## config.mk

```make
export PLATFORM = sky130hd
export DESIGN_NAME = crack_result_ctrl
export DESIGN_NICKNAME = d
export VERILOG_FILES = /design/src/rtl/crack_pkg.sv /design/src/rtl/hex7seg.sv /design/src/rtl/crack_result_ctrl.sv
export SDC_FILE = /design/constraint.sdc
export NUM_CORES = 1
export LEC_CHECK = 0
export CORE_MARGIN = 10
export CORE_UTILIZATION = 35
export DETAILED_ROUTE_END_ITERATION = 8
export GPL_ROUTABILITY_DRIVEN = 1
export MAX_ROUTING_LAYER = met4
export PLACE_DENSITY = 0.55
export SKIP_LAST_GASP = 1
export SLEW_MARGIN = 0
export SYNTH_ARGS = -nofsm -noshare
export SYNTH_HDL_FRONTEND = slang
export SYNTH_SLANG_ARGS = --single-unit
```

## constraint.sdc

```tcl
create_clock -name clk -period 3.85 [get_ports clk]
set_input_delay 0.5775 -clock clk [delete_from_list [all_inputs] [get_ports clk]]
set_output_delay 0.5775 -clock clk [all_outputs]
set_load 0.03 [all_outputs]
```

## src/rtl/crack_pkg.sv

```systemverilog
// Shared types and constants for the crack result controller and its
// seven-segment display decoders.
package crack_pkg;

    // Controller sequencing states, from launch request to result display.
    typedef enum logic [3:0] {
        IDLE,
        WAIT_RDY,
        LAUNCH,
        WAIT_BUSY,
        WAIT_DONE,
        RD_LEN,
        RD_BYTE,
        SEND,
        DONE
    } crs_state_t;

    // What the six digits are showing: nothing, a "no key" dash, or the key.
    typedef enum logic [1:0] {
        DISP_BLANK,
        DISP_DASH,
        DISP_KEY
    } disp_mode_t;

    // The length prefix of the recovered plaintext sits at PT address 0.
    localparam logic [7:0] LEN_ADDR = 8'd0;

    // Segment patterns are active-high here, bit 0 = a ... bit 6 = g.
    // Polarity for the board is applied in the decoder.
    localparam logic [6:0] SEG_BLANK = 7'h00;
    localparam logic [6:0] SEG_DASH  = 7'h40;

    // Hex digit glyphs 0..F; entry 15 is listed first so that
    // SEG_TABLE[n] selects the glyph for nibble n.
    localparam logic [15:0][6:0] SEG_TABLE = {
        7'h71, 7'h79, 7'h5E, 7'h39, 7'h7C, 7'h77, 7'h6F, 7'h7F,
        7'h07, 7'h7D, 7'h6D, 7'h66, 7'h4F, 7'h5B, 7'h06, 7'h3F
    };

endpackage

```

## src/rtl/hex7seg.sv

```systemverilog
// Combinational nibble to seven-segment decoder with blank and dash modes.
module hex7seg
    import crack_pkg::*;
#(
    parameter bit ACTIVE_LOW = 1'b1
) (
    input  logic [3:0]  nibble_i,
    input  disp_mode_t  mode_i,
    output logic [6:0]  seg_o
);

    logic [6:0] segOn;

    // Pick the active-high glyph for the current display mode, then apply board polarity.
    always_comb begin
        segOn = SEG_BLANK;
        case (mode_i)
            DISP_DASH: segOn = SEG_DASH;
            DISP_KEY:  segOn = SEG_TABLE[nibble_i];
            default:   segOn = SEG_BLANK;
        endcase
        seg_o = ACTIVE_LOW ? ~segOn : segOn;
    end

endmodule

```

## src/rtl/crack_result_ctrl.sv

```systemverilog
// Launches the key cracker, waits for its result, latches and displays the
// key, and streams the length-prefixed plaintext out of PT memory.
module crack_result_ctrl
    import crack_pkg::*;
#(
    parameter int PT_RD_LAT      = 1,
    parameter int SEG_ACTIVE_LOW = 1
) (
    input  logic        clk,
    input  logic        rst,
    input  logic        start,
    output logic        busy,
    output logic        crk_en,
    input  logic        crk_rdy,
    input  logic [23:0] crk_key,
    input  logic        crk_key_valid,
    output logic [7:0]  pt_addr,
    input  logic [7:0]  pt_rddata,
    output logic [7:0]  out_data,
    output logic        out_valid,
    input  logic        out_ready,
    output logic        found,
    output logic        done,
    output logic [23:0] key_q,
    output logic [6:0]  hex0,
    output logic [6:0]  hex1,
    output logic [6:0]  hex2,
    output logic [6:0]  hex3,
    output logic [6:0]  hex4,
    output logic [6:0]  hex5
);

    // Read data is captured when the wait counter reaches this value.
    localparam logic [1:0] LAT_LAST = 2'(PT_RD_LAT);

    crs_state_t  state_q,    state_d;
    logic        found_q,    found_d;
    logic [23:0] key_d;
    logic [7:0]  len_q,      len_d;
    logic [8:0]  idx_q,      idx_d;
    logic [1:0]  latCnt_q,   latCnt_d;
    logic [7:0]  ptAddr_q,   ptAddr_d;
    logic [7:0]  outData_q,  outData_d;
    logic        outValid_q, outValid_d;
    disp_mode_t  dispMode_q, dispMode_d;
    logic [8:0]  nextIdx;

    assign nextIdx = idx_q + 9'd1;

    // Next-state and datapath updates for the launch / wait / stream sequence.
    always_comb begin
        state_d    = state_q;
        found_d    = found_q;
        key_d      = key_q;
        len_d      = len_q;
        idx_d      = idx_q;
        latCnt_d   = latCnt_q;
        ptAddr_d   = ptAddr_q;
        outData_d  = outData_q;
        outValid_d = outValid_q;
        dispMode_d = dispMode_q;

        case (state_q)
            IDLE: begin
                if (start) begin
                    state_d = WAIT_RDY;
                    found_d = 1'b0;
                end
            end
            WAIT_RDY: begin
                if (crk_rdy) begin
                    state_d = LAUNCH;
                end
            end
            LAUNCH: begin
                state_d = WAIT_BUSY;
            end
            WAIT_BUSY: begin
                if (!crk_rdy) begin
                    state_d = WAIT_DONE;
                end
            end
            WAIT_DONE: begin
                if (crk_rdy) begin
                    found_d = crk_key_valid;
                    if (crk_key_valid) begin
                        key_d      = crk_key;
                        dispMode_d = DISP_KEY;
                        ptAddr_d   = LEN_ADDR;
                        latCnt_d   = 2'd0;
                        state_d    = RD_LEN;
                    end else begin
                        dispMode_d = DISP_DASH;
                        state_d    = DONE;
                    end
                end
            end
            RD_LEN: begin
                if (latCnt_q == LAT_LAST) begin
                    len_d = pt_rddata;
                    idx_d = 9'd1;
                    if (pt_rddata == 8'd0) begin
                        state_d = DONE;
                    end else begin
                        ptAddr_d = 8'd1;
                        latCnt_d = 2'd0;
                        state_d  = RD_BYTE;
                    end
                end else begin
                    latCnt_d = latCnt_q + 2'd1;
                end
            end
            RD_BYTE: begin
                if (latCnt_q == LAT_LAST) begin
                    outData_d  = pt_rddata;
                    outValid_d = 1'b1;
                    state_d    = SEND;
                end else begin
                    latCnt_d = latCnt_q + 2'd1;
                end
            end
            SEND: begin
                if (out_ready) begin
                    outValid_d = 1'b0;
                    if (idx_q == {1'b0, len_q}) begin
                        state_d = DONE;
                    end else begin
                        idx_d    = nextIdx;
                        ptAddr_d = nextIdx[7:0];
                        latCnt_d = 2'd0;
                        state_d  = RD_BYTE;
                    end
                end
            end
            DONE: begin
                if (start) begin
                    found_d = 1'b0;
                    state_d = WAIT_RDY;
                end
            end
            default: begin
                state_d = IDLE;
            end
        endcase
    end

    // State and datapath registers; reset abandons any run or stream in progress.
    always_ff @(posedge clk) begin
        if (rst) begin
            state_q    <= IDLE;
            found_q    <= 1'b0;
            key_q      <= 24'd0;
            len_q      <= 8'd0;
            idx_q      <= 9'd0;
            latCnt_q   <= 2'd0;
            ptAddr_q   <= 8'd0;
            outData_q  <= 8'd0;
            outValid_q <= 1'b0;
            dispMode_q <= DISP_BLANK;
        end else begin
            state_q    <= state_d;
            found_q    <= found_d;
            key_q      <= key_d;
            len_q      <= len_d;
            idx_q      <= idx_d;
            latCnt_q   <= latCnt_d;
            ptAddr_q   <= ptAddr_d;
            outData_q  <= outData_d;
            outValid_q <= outValid_d;
            dispMode_q <= dispMode_d;
        end
    end

    assign crk_en    = (state_q == LAUNCH);
    assign busy      = (state_q != IDLE) && (state_q != DONE);
    assign done      = (state_q == DONE);
    assign found     = found_q;
    assign pt_addr   = ptAddr_q;
    assign out_data  = outData_q;
    assign out_valid = outValid_q;

    logic [6:0] segs [6];

    for (genvar g = 0; g < 6; g++) begin : g_hex
        hex7seg #(
            .ACTIVE_LOW(SEG_ACTIVE_LOW != 0)
        ) u_hex (
            .nibble_i(key_q[4*g +: 4]),
            .mode_i  (dispMode_q),
            .seg_o   (segs[g])
        );
    end

    assign hex0 = segs[0];
    assign hex1 = segs[1];
    assign hex2 = segs[2];
    assign hex3 = segs[3];
    assign hex4 = segs[4];
    assign hex5 = segs[5];

endmodule

```

After elaboration in Yosys (flattened, before gate mapping)
Memories as Yosys holds them, arrays and structs flattened. A register that Yosys moved wholly into a read port is not among the register bits.
Cells that the tools add are included.
- divide/modulo/power cells: 0
- shifts and indexed selects: 0
- muxes and demuxes: 61
- equality and inequality tests: 25
- $lt $le $gt $ge: 6
- reductions and logical operators: 20
- $mul: 0
- bitwise gates (word level): 6
- add/sub/neg operators: 2
- operators by type and width (operator ; count):
    2-to-1 mux 4 bit ; 22
    one-hot mux 7 bit (2 select lines) ; 6
    2-to-1 mux 8 bit ; 6
    2-to-1 mux 7 bit ; 6
    inverter 7 bit ; 6
    one-hot mux 4 bit (8 select lines) ; 1
    less-than comparator 4 x 5 -> 1 bit, second input constant ; 6
    2-to-1 mux 9 bit ; 3
    one-hot mux 8 bit (3 select lines) ; 1
    AND reduction 7 bit ; 3
    inequality test 2 bit, second input constant ; 10
    one-hot mux 9 bit (2 select lines) ; 1
    equality test 4 x 3 -> 1 bit, second input constant ; 4
    2-to-1 mux 2 bit ; 8
    adder 9 x 1 -> 9 bit, second input constant ; 1
    equality test 9 x 8 -> 1 bit ; 1
    AND reduction 3 bit ; 3
    equality test 4 x 2 -> 1 bit, second input constant ; 2
    zero test 8 bit ; 1
    one-hot mux 2 bit (4 select lines) ; 1
    nonzero test 4 bit ; 2
    AND reduction 2 bit ; 3
    nonzero test 2 bit ; 3
    equality test 2 x 1 -> 1 bit, second input constant ; 2
    other kinds (14) ; 18
- memories: 6
- output and inout bits: 87
- word-level logic and storage cells: 136
- input bits: 38
- RAM bits: 0
- flip-flop bits (word level): 67
- ROM bits: 672
- bits in latches: 0
- memories (name ; words ; bits a word ; read ports ; clocked after Yosys merged registers in ; wr ports ; RTL line ; text):
    (no name shown) ; 16 ; 7 ; 1 ; 1 ; 0 ; hex7seg.sv:19 ; DISP_KEY: segOn = SEG_TABLE[nibble_i];
    (no name shown) ; 16 ; 7 ; 1 ; 1 ; 0 ; hex7seg.sv:19 ;
    (no name shown) ; 16 ; 7 ; 1 ; 1 ; 0 ; hex7seg.sv:19 ;
    (no name shown) ; 16 ; 7 ; 1 ; 1 ; 0 ; hex7seg.sv:19 ;
    (no name shown) ; 16 ; 7 ; 1 ; 1 ; 0 ; hex7seg.sv:19 ;
    (no name shown) ; 16 ; 7 ; 1 ; 1 ; 0 ; hex7seg.sv:19 ;

Longest topological paths before layout
Gate-level depths: netlist of the first run.
- depth in word-level cells: 4
- depth in mapped cells: 13
- gate-level depth less buffers: 9

By module
A second synthesis of the first run with hierarchy kept.
- cells, all modules: 604
- area total of the unflattened synthesis: 4957.3 um^2
- by module, submodules not included (module ; instances ; cells an instance ; area each (um^2) ; seq. area each (um^2)):
    crack_result_ctrl ; 1 ; 353 ; 2999.1 ; 1341.3
    hex7seg at g_hex[0].u_hex ... ; 5 ; 42 ; 327.8 ; 0.0
    hex7seg at g_hex[4].u_hex ; 1 ; 41 ; 319.1 ; 0.0

Worst setup path after synthesis of the first run
OpenSTA, ideal clock, no wires.
- path kind: register to register
- start point: register state_q[1]
- end point: register with a tool-made name
- buffers on the path: 4
- clock period less this slack: 2631 ps
- arrival time: 2559 ps
- setup time: 72 ps
- stages on the path, launching flop included: 13
- data required time: 3778 ps
- path slack: 1219 ps
- cells stage by stage: dfxtp_1 buf_2 or4b_1 buf_2 buf_6 buf_2 nor2_8 nand2_1 a21oi_1 inv_1 ha_1 mux2_2 a2bb2oi_1
- RTL lines (element ; RTL line ; text):
    from (decl) ; crack_result_ctrl.sv:36 ; crs_state_t state_q, state_d;
    from (signal assigned) ; crack_result_ctrl.sv:161 ; state_q <= state_d;

==> flow_summary.ini, run 1 <==
[status]
run_status = finished clean

[sta]
fin_setup_tns_ns = 0
slew_headroom_pct = 41.1
finalHoldViolCount = 0
setup_repair_after_global_routing_missed_its_margin = false
slew_violations = 0
fin_worst_hold_slack_ns = 0.459
setup_viol_count_final = 0
fmax_ghz = 0.319
post-route-period-util_pct = 81.5
fin_worst_skew_ns = 0.0122
layout_min_cycle_time_ns = 3.14
worst_slew_pin_slew_ns = 0.875

[critical_path]
crit_path_max_fanout = 16
critical_path.max_stage_delay_ns = 0.92
worstSetupStartpointType = register
critPathBufInv = 1
crit_path_end_kind = register
critical_path.reg2reg.startpoint = state_q[3]$_SDFFE_PP0P_
crit_arrival_ns = 3.43
reg2reg_slack_ns = 0.71
worstRegToRegCells = 8
crit_cells = 8
criticalPathCategory = register to register
critical_path.top_delay_family = simple AND/OR/NAND/NOR gates
crit_path_cell_trace = or4b_1 -> nor2_8 -> nand2_1 -> a21oi_1 -> inv_1 -> ha_1 -> mux2_2 -> a2bb2oi_1
timing.critical_path.required_ns = 4.14
cpMaxStageDelayCell = sky130_fd_sc_hd__or4b_1

[global_route]
grt_max_degree = 42
overflow = 0
first_global_vias = 5399
grt_use_total_pct = 15.2
globalRouteMet3Util_pct = 3.84
grt_antenna_before_repair = 0
grtUsageMet2_pct = 24.3
grt_pass1_wl_um = 28600
gr-usage-met1_pct = 18.7
grt.busiest_layer = met2

[floorplan]
core_area_um2 = 17200
die_y_um = 152
die_area_um2 = 23100
floorplan.initialDensity_pct = 35.5
placement_rows = 48
die_w_um = 152
design.portCount = 125

[synth]
average_instance_area_after_synthesis_um2 = 8.55
yosys_reg_bits = 109
sequential_element_share_of_the_synthesized_area_pct = 35.8
syn_nets = 798
synth-edff-count = 0
synth_top_flop_cell = sky130_fd_sc_hd__dfxtp_1
ys_types = 64
asyncSetResetFlopFracSynth_pct = 0
synthesis.yosys.warnings = 0
synth_cells = 713
netlist_area_before_placement_um2 = 6100

[worst_hold_path]
hold-path-cell-count = 2
hp-start = pt_addr[2]$_SDFFE_PP0P_
timing.hold.worst_endpoint = pt_addr[2]$_SDFFE_PP0P_
hold_path.class = register to register

[layout]
antenna-diode-count = 0
fin_area_um2 = 7790
design.final.nets = 903
layout_commonest_cell = sky130_fd_sc_hd__clkdlybuf4s50_1
most-common-layout-cells = sky130_fd_sc_hd__clkdlybuf4s50_1 (123), sky130_fd_sc_hd__dfxtp_1 (109), sky130_fd_sc_hd__nand2_1 (88)
stdcell_count = 1048
multiInputGateArea_um2 = 3520
final.fill_count = 1762
sequential_cell_area_um2 = 2180
final_layout_size_suffix_gt1_share_pct = 8.14
layout-area-overhead-vs-synth_pct = 27.7

[power_and_ir_drop]
total_power_per_unit_cell_area_nw_per_um2 = 306
total_leakage_power_nw = 3.22
vdd.ir_drop.worst_uv = 197
power_w = 0.00238

[job]
cap_viol_max_count = 0

[clocking]
cts-root-to-sink-buffers = 2
post_cts.repair.setup_buffers = 0
post_cts_resize_count = 0
path_clk_slew_ns = 0.07
hold_bufs_inserted_after_cts = 0
cts_tree = yes
cts.sink_count = 109
cts.htree.levels = 3
tritoncts.num_buffers = 9
clockRootBuffer = sky130_fd_sc_hd__clkbuf_16
insertion_delay_ns = 0.36

[routing]
route.vias.total = 5421
postRouteWirelength_um = 17500
drt_drc_violations_left = 0
final_antenna_net_count = 0
drtIter0Drc = 337
drt_pre_antenna_iters = 5
drt-vias-per-instance = 5.17
avgRoutedWirePerCell_um = 16.7

[placed_design]
place.gp.congestion = 0.858
placed_cell_area_um2 = 7520
placement.io_buffers = 124
post-dp-hpwl_um = 13400
placed_cells = 1032
## worst min-delay path, stage by stage (launching register included)
cell and delay, ns:
sky130_fd_sc_hd__dfxtp_1 0.31, sky130_fd_sc_hd__nand2_1 0.05, sky130_fd_sc_hd__mux2i_1 0.05
## per-stage QoR
step | utilization (%) | setup slack, ns
4_1_cts | 45.3 | 0.707
5_1_grt | 45.3 | 0.470
3_3_place_gp | 43.8 | 0.570
3_5_place_dp | 43.8 | 0.514
6_report | 45.3 | 0.711
2_1_floorplan | - | 1.22
## where the power goes
group          total [W]  internal, W  switching (W)
clock network   0.000885     0.000443       0.000442
registers        0.00115      0.00114     0.00000657
logic           0.000348     0.000146       0.000201
total            0.00238      0.00173       0.000650
## layout make-up
type,instances,share of cell area [%]
clock buffer,11,2.99
clock inverter,5,0.450
inverter,48,2.31
multi-input combinational,510,45.2
sequential,109,28.0
tap,225,3.62
timing repair buffer,140,17.4
## Yosys cell counts, types with 6 or more instances
cell type                     n  share of area, %
sky130_fd_sc_hd__nand2b_1     8              0.82
sky130_fd_sc_hd__and3_1       9              0.92
sky130_fd_sc_hd__nor3_1      15               1.2
sky130_fd_sc_hd__o21ai_0     33               2.7
sky130_fd_sc_hd__inv_1       47               2.9
sky130_fd_sc_hd__a2bb2oi_1   15               2.2
sky130_fd_sc_hd__mux2_2      17               3.1
sky130_fd_sc_hd__nor2b_1      7              0.72
sky130_fd_sc_hd__a21oi_1     57               4.7
sky130_fd_sc_hd__buf_2       18               1.5
sky130_fd_sc_hd__nand3_1     34               2.8
sky130_fd_sc_hd__clkbuf_1    20               1.2
sky130_fd_sc_hd__xor2_1      13               1.9
sky130_fd_sc_hd__dfxtp_1    109                36
sky130_fd_sc_hd__o41ai_1      6              0.86
sky130_fd_sc_hd__nand2_1     88               5.4
sky130_fd_sc_hd__or2_2        7              0.72
sky130_fd_sc_hd__mux2i_1     35               5.7
sky130_fd_sc_hd__xnor2_1      8               1.1
sky130_fd_sc_hd__ha_1        47               9.6
sky130_fd_sc_hd__a21o_1      15               1.8
sky130_fd_sc_hd__nor2_1      29               1.8
## worst max-delay path by stage
stage | start | endpoint | slack, ns
floorplan | state_q[1]$_SDFFE_PP0P_ | register | 1.22
global placement | crk_key_valid | register | 0.57
detailed placement | crk_key_valid | register | 0.51
CTS | state_q[3]$_SDFFE_PP0P_ | register | 0.71
global route | state_q[3]$_SDFFE_PP0P_ | register | 0.47
finish | state_q[3]$_SDFFE_PP0P_ | register | 0.71
## layer usage
layer / vias up / share of wire [%] / wire length, um
li1: 2695 / - / -
met1: 2582 / 47 / 8180
met2: 128 / 47 / 8230
met3: 16 / 5.0 / 878
met4: 0 / 1.3 / 232
met5: - / 0 / 0
## logic make-up after synthesis
| group | Yosys count | synth area share [%] |
|---|---|---|
| AND/OR/NAND/NOR | 228 | 18.8 |
| buffers and inverters | 94 | 6.65 |
| adder cells (fa/ha/maj) | 47 | 9.64 |
| flip-flops | 109 | 35.8 |
| AO/OA/AOI/OAI | 162 | 17.2 |
| multiplexers | 52 | 8.88 |
| XOR/XNOR | 21 | 3.02 |
No activity file was read; power rests on OpenSTA's default activity.
==> run 2, diff against run 1 <==
clock period = 3 ns   (was 3.85 ns; I/O delays follow)
==> flow_summary.ini, run 2 (synthesized netlist as in run 1, its figures left out) <==
[status]
run_status = finished clean

[clocking]
cts_tree = yes
path_clk_slew_ns = 0.08
cts-root-to-sink-buffers = 2
hold_bufs_inserted_after_cts = 0
clockRootBuffer = sky130_fd_sc_hd__clkbuf_16
post_cts_resize_count = 0
insertion_delay_ns = 0.36
post_cts.repair.setup_buffers = 0
tritoncts.num_buffers = 9
cts.htree.levels = 3
cts.sink_count = 109

[global_route]
grt_pass1_wl_um = 28200
grt_antenna_before_repair = 0
first_global_vias = 5366
grt_use_total_pct = 15.0
overflow = 0
grt_max_degree = 67

[layout]
fin_area_um2 = 7980
layout-area-overhead-vs-synth_pct = 30.9
sequential_cell_area_um2 = 2180
design.final.nets = 921
antenna-diode-count = 0
multiInputGateArea_um2 = 3520
most-common-layout-cells = sky130_fd_sc_hd__clkdlybuf4s50_1 (120), sky130_fd_sc_hd__dfxtp_1 (109), sky130_fd_sc_hd__nand2_1 (88)
final.fill_count = 1680
final_layout_size_suffix_gt1_share_pct = 10.7
layout_commonest_cell = sky130_fd_sc_hd__clkdlybuf4s50_1

[sta]
worst_slew_pin_slew_ns = 0.692
post-route-period-util_pct = 89.8
layout_min_cycle_time_ns = 2.70
slew_headroom_pct = 53.5
slew_violations = 0
fin_setup_tns_ns = 0
setup_viol_count_final = 0
finalHoldViolCount = 0
setup_repair_after_global_routing_missed_its_margin = false
fmax_ghz = 0.371
fin_worst_skew_ns = 0.0105

[critical_path]
reg2reg_slack_ns = 0.42
criticalPathCategory = register to output port
crit_arrival_ns = 2.25
critical_path.reg2reg.startpoint = state_q[3]$_SDFFE_PP0P_
timing.critical_path.required_ns = 2.55
worstSetupStartpoint = dispMode_q[0]$_SDFFE_PP0P_
worstRegToRegCells = 7
crit_path_max_fanout = 20
crit_path_end_kind = output port
worstSetupStartpointType = register
capturing_element_of_the_worst_setup_path = hex4[0]

[floorplan]
die_y_um = 152
design.portCount = 125
floorplan.initialDensity_pct = 35.5
placement_rows = 48
die_area_um2 = 23100
core_area_um2 = 17200
die_w_um = 152

[job]
cap_viol_max_count = 0

[routing]
drt_pre_antenna_iters = 4
final_antenna_net_count = 0
postRouteWirelength_um = 17300
drt_drc_violations_left = 0
drtIter0Drc = 224
avgRoutedWirePerCell_um = 16.2
drt-vias-per-instance = 5.02
route.vias.total = 5356

[power_and_ir_drop]
combinationalPowerShare_pct = 14.1
switching_power_w = 0.000836
vdd.ir_drop.worst_uv = 317
total_leakage_power_nw = 3.34
p_clk_share_pct = 40.4
total_power_per_unit_cell_area_nw_per_um2 = 405
internal_power_w = 0.00239
p_sw_share_pct = 25.9
power.share.sequential_pct = 45.5

[placed_design]
place.gp.congestion = 0.859
placement.io_buffers = 124
post-dp-hpwl_um = 13300
placed_cell_area_um2 = 7660

[worst_hold_path]
hp-start = pt_addr[7]$_SDFFE_PP0P_
hold_path.class = register to register
==> run 2: cell count changes in the layout (fill, tap and decap cells not counted), sizes merged <==
cell	previous run	this run
buf	17	38
clkbuf	11	9
clkdlybuf4s50	123	120
inv	49	48
clkinv	3	4
bufinv	0	2
==> run 2: worst min path at each step <==
stage                              endpoint  slack (ns)  cells past startpoint
global placement    pt_addr[5]$_SDFFE_PP0P_        0.43                      1
detailed placement  pt_addr[5]$_SDFFE_PP0P_        0.44                      1
CTS                 pt_addr[5]$_SDFFE_PP0P_        0.46                      1
finish              pt_addr[7]$_SDFFE_PP0P_        0.45                      1
global route        pt_addr[5]$_SDFFE_PP0P_        0.47                      1
floorplan             len_q[2]$_SDFFE_PP0P_        0.45                      2
==> run 2: power groups by stage <==
| stage | Combinational [W] | Sequential (W) | Clock, W |
|---|---|---|---|
| 3_3_place_gp | 0.000452 | 0.00150 | 0 |
| 3_5_place_dp | 0.000455 | 0.00151 | 0 |
| 6_report | 0.000454 | 0.00147 | 0.00131 |
| 5_1_grt | 0.000495 | 0.00147 | 0.00140 |
| 2_1_floorplan | 0.000280 | 0.00151 | 0 |
| 4_1_cts | 0.000458 | 0.00147 | 0.00134 |
==> run 2: critical path: stages, from the launching register on <==
cell	delay (ns)
sky130_fd_sc_hd__dfxtp_1	0.33
sky130_fd_sc_hd__inv_1	0.06
sky130_fd_sc_hd__ha_1	0.43
sky130_fd_sc_hd__buf_4	0.34
sky130_fd_sc_hd__nand2_1	0.11
sky130_fd_sc_hd__clkdlybuf4s50_1	0.61
==> run 2: area by class of cell <==
class	count	share of cell area [%]
clock inverters	7	1.24
inverters	48	2.26
well taps	225	3.53
multi-input cells	510	44.1
repair buffers	158	18.7
clock buffers	9	2.82
flip-flops and latches	109	27.3
==> run 2: per-stage QoR <==
stage / power, W / instances / setup slack (ns) / util [%] / hold WS [ns]
3_3_place_gp: 0.00196 / 1050 / 0.272 / 44.6 / 0.434
6_report: 0.00323 / 1066 / 0.305 / 46.5 / 0.453
3_5_place_dp: 0.00196 / 1050 / 0.197 / 44.6 / 0.438
5_1_grt: 0.00337 / 1066 / 0.131 / 46.5 / 0.475
2_1_floorplan: 0.00179 / 713 / 0.369 / - / 0.448
4_1_cts: 0.00327 / 1066 / 0.259 / 46.5 / 0.457
==> run 2: per-layer routing <==
layer | part of all wire (%) | up-vias | global-route usage, % | wire, um
li1 | - | 2715 | - | -
met1 | 46 | 2494 | 17.8 | 7980
met2 | 48 | 128 | 24.8 | 8300
met3 | 4.5 | 19 | 3.70 | 777
met4 | 1.4 | 0 | 4.45 | 250
met5 | 0 | - | - | 0
==> run 3, diff against run 2 <==
HOLD_SLACK_MARGIN = 0.08   (was unset)
REMOVE_ABC_BUFFERS = 1   (was unset)
SLEW_MARGIN = unset   (was 0)
==> flow_summary.ini, run 3 (synthesized netlist as in run 1, its figures left out) <==
[layout]
antenna-diode-count = 0
most-common-layout-cells = sky130_fd_sc_hd__clkdlybuf4s50_1 (120), sky130_fd_sc_hd__dfxtp_1 (109), sky130_fd_sc_hd__nand2_1 (88)
final.fill_count = 1724
multiInputGateArea_um2 = 3520
sequential_cell_area_um2 = 2180
final_layout_size_suffix_gt1_share_pct = 10.2
layout_commonest_cell = sky130_fd_sc_hd__clkdlybuf4s50_1
design.final.nets = 916
layout-area-overhead-vs-synth_pct = 29.9

[status]
run_status = finished clean

[sta]
fmax_ghz = 0.357
slew_violations = 0
post-route-period-util_pct = 93.3
finalHoldViolCount = 0
setup_repair_after_global_routing_missed_its_margin = false
worst_slew_pin_slew_ns = 0.683
fin_setup_tns_ns = 0
slew_headroom_pct = 54.1
post-route-worst-setup-slack_ns = 0.200
fin_worst_skew_ns = 0.0109
layout_min_cycle_time_ns = 2.80
setup_viol_count_final = 0

[power_and_ir_drop]
total_leakage_power_nw = 3.31
total_power_per_unit_cell_area_nw_per_um2 = 399
vdd.ir_drop.worst_uv = 257

[worst_hold_path]
hold_path.class = register to register
hold-path-cell-count = 1
hp-start = pt_addr[7]$_SDFFE_PP0P_

[critical_path]
worstSetupStartpointType = register
crit_arrival_ns = 2.35
critical_path.reg2reg.startpoint = state_q[3]$_SDFFE_PP0P_
crit_path_max_fanout = 15
criticalPathCategory = register to output port
worstRegToRegCells = 9
worstSetupStartpoint = dispMode_q[0]$_SDFFE_PP0P_
timing.critical_path.required_ns = 2.55
crit_path_end_kind = output port

[clocking]
hold_bufs_inserted_after_cts = 0
cts-root-to-sink-buffers = 2
clockRootBuffer = sky130_fd_sc_hd__clkbuf_16
cts.htree.levels = 3
post_cts_resize_count = 0
cts_tree = yes
cts.sink_count = 109
post_cts.repair.setup_buffers = 0
path_clk_slew_ns = 0.07
tritoncts.num_buffers = 9
insertion_delay_ns = 0.36

[routing]
drt-vias-per-instance = 5.06
postRouteWirelength_um = 17800
final_antenna_net_count = 0
avgRoutedWirePerCell_um = 16.8
drt_pre_antenna_iters = 4
drtIter0Drc = 335
drt_drc_violations_left = 0
route.vias.total = 5369

[floorplan]
die_area_um2 = 23100
placement_rows = 48
die_w_um = 152
die_y_um = 152
floorplan.initialDensity_pct = 35.5
core_area_um2 = 17200
design.portCount = 125

[job]
cap_viol_max_count = 0

[placed_design]
place.gp.congestion = 0.884
dp_worst_setup_slack_ns = 0.117
post-dp-hpwl_um = 13300
placement.io_buffers = 124

[global_route]
overflow = 0
grt_max_degree = 30
grt_pass1_wl_um = 28800
grt_use_total_pct = 15.4
grt_antenna_before_repair = 0
first_global_vias = 5343
==> run 3: cell count changes in the layout (fill, tap and decap cells not counted) <==
| cell | before | now |
|---|---|---|
| sky130_fd_sc_hd__clkinv_4 | 2 | 1 |
| sky130_fd_sc_hd__inv_6 | 1 | 2 |
| sky130_fd_sc_hd__bufinv_16 | 2 | 1 |
| sky130_fd_sc_hd__buf_4 | 36 | 31 |
| sky130_fd_sc_hd__clkinvlp_4 | 1 | 0 |
| sky130_fd_sc_hd__clkinv_2 | 1 | 3 |
==> run 3: path summary, 6_finish.rpt <==
| path | end | slack (ns) |
|---|---|---|
| worst min-delay path | pt_addr[7]$_SDFFE_PP0P_ | 0.45 |
| worst max-delay path | hex0[6] | 0.20 |
| worst min register to register | pt_addr[7]$_SDFFE_PP0P_ | 0.45 |
| worst max register to register | register | 0.49 |
==> run 3: final cells by class <==
cell class | instances | share of cell area (%)
sequential | 109 | 27.6
tap | 225 | 3.56
clock inverter | 7 | 0.901
multi-input combinational | 510 | 44.4
timing repair buffer | 153 | 18.4
inverter | 48 | 2.28
clock buffer | 9 | 2.84
==> run 3: stage by stage <==
stage	util (%)	total power (W)	cell area, um2	cells	hold slack, ns
finish	46.1	0.00316	7920	1061	0.453
global route	46.1	0.00330	7920	1061	0.466
CTS	46.1	0.00320	7920	1061	0.456
detailed placement	44.4	0.00196	7620	1045	0.439
global placement	44.4	0.00195	7620	1045	0.438
floorplan	-	0.00175	5870	667	0.442
==> run 3: where the power goes <==
part | switching, W | leakage [nW] | total [W] | internal (W)
clock | 0.000582 | 0.150 | 0.00123 | 0.000652
combinational | 0.000261 | 2.28 | 0.000454 | 0.000193
sequential | 0.00000803 | 0.880 | 0.00147 | 0.00146
total | 0.000851 | 3.31 | 0.00316 | 0.00231
==> run 3: metal layers <==
metal  up-vias  track usage (%)  part of all wire [%]
li1       2708                -                     -
met1      2527             18.0                    45
met2       124             25.8                    49
met3        10             4.35                   5.3
met4         0             3.44                  0.82
met5         -                -                     0
==> run 3: critical path, cell delays in order (launching register included) <==
cell and delay, ns:
sky130_fd_sc_hd__dfxtp_1 0.33, sky130_fd_sc_hd__inv_1 0.06, sky130_fd_sc_hd__ha_1 0.53, sky130_fd_sc_hd__a21oi_1 0.12, sky130_fd_sc_hd__or2_2 0.33, sky130_fd_sc_hd__clkdlybuf4s50_1 0.61
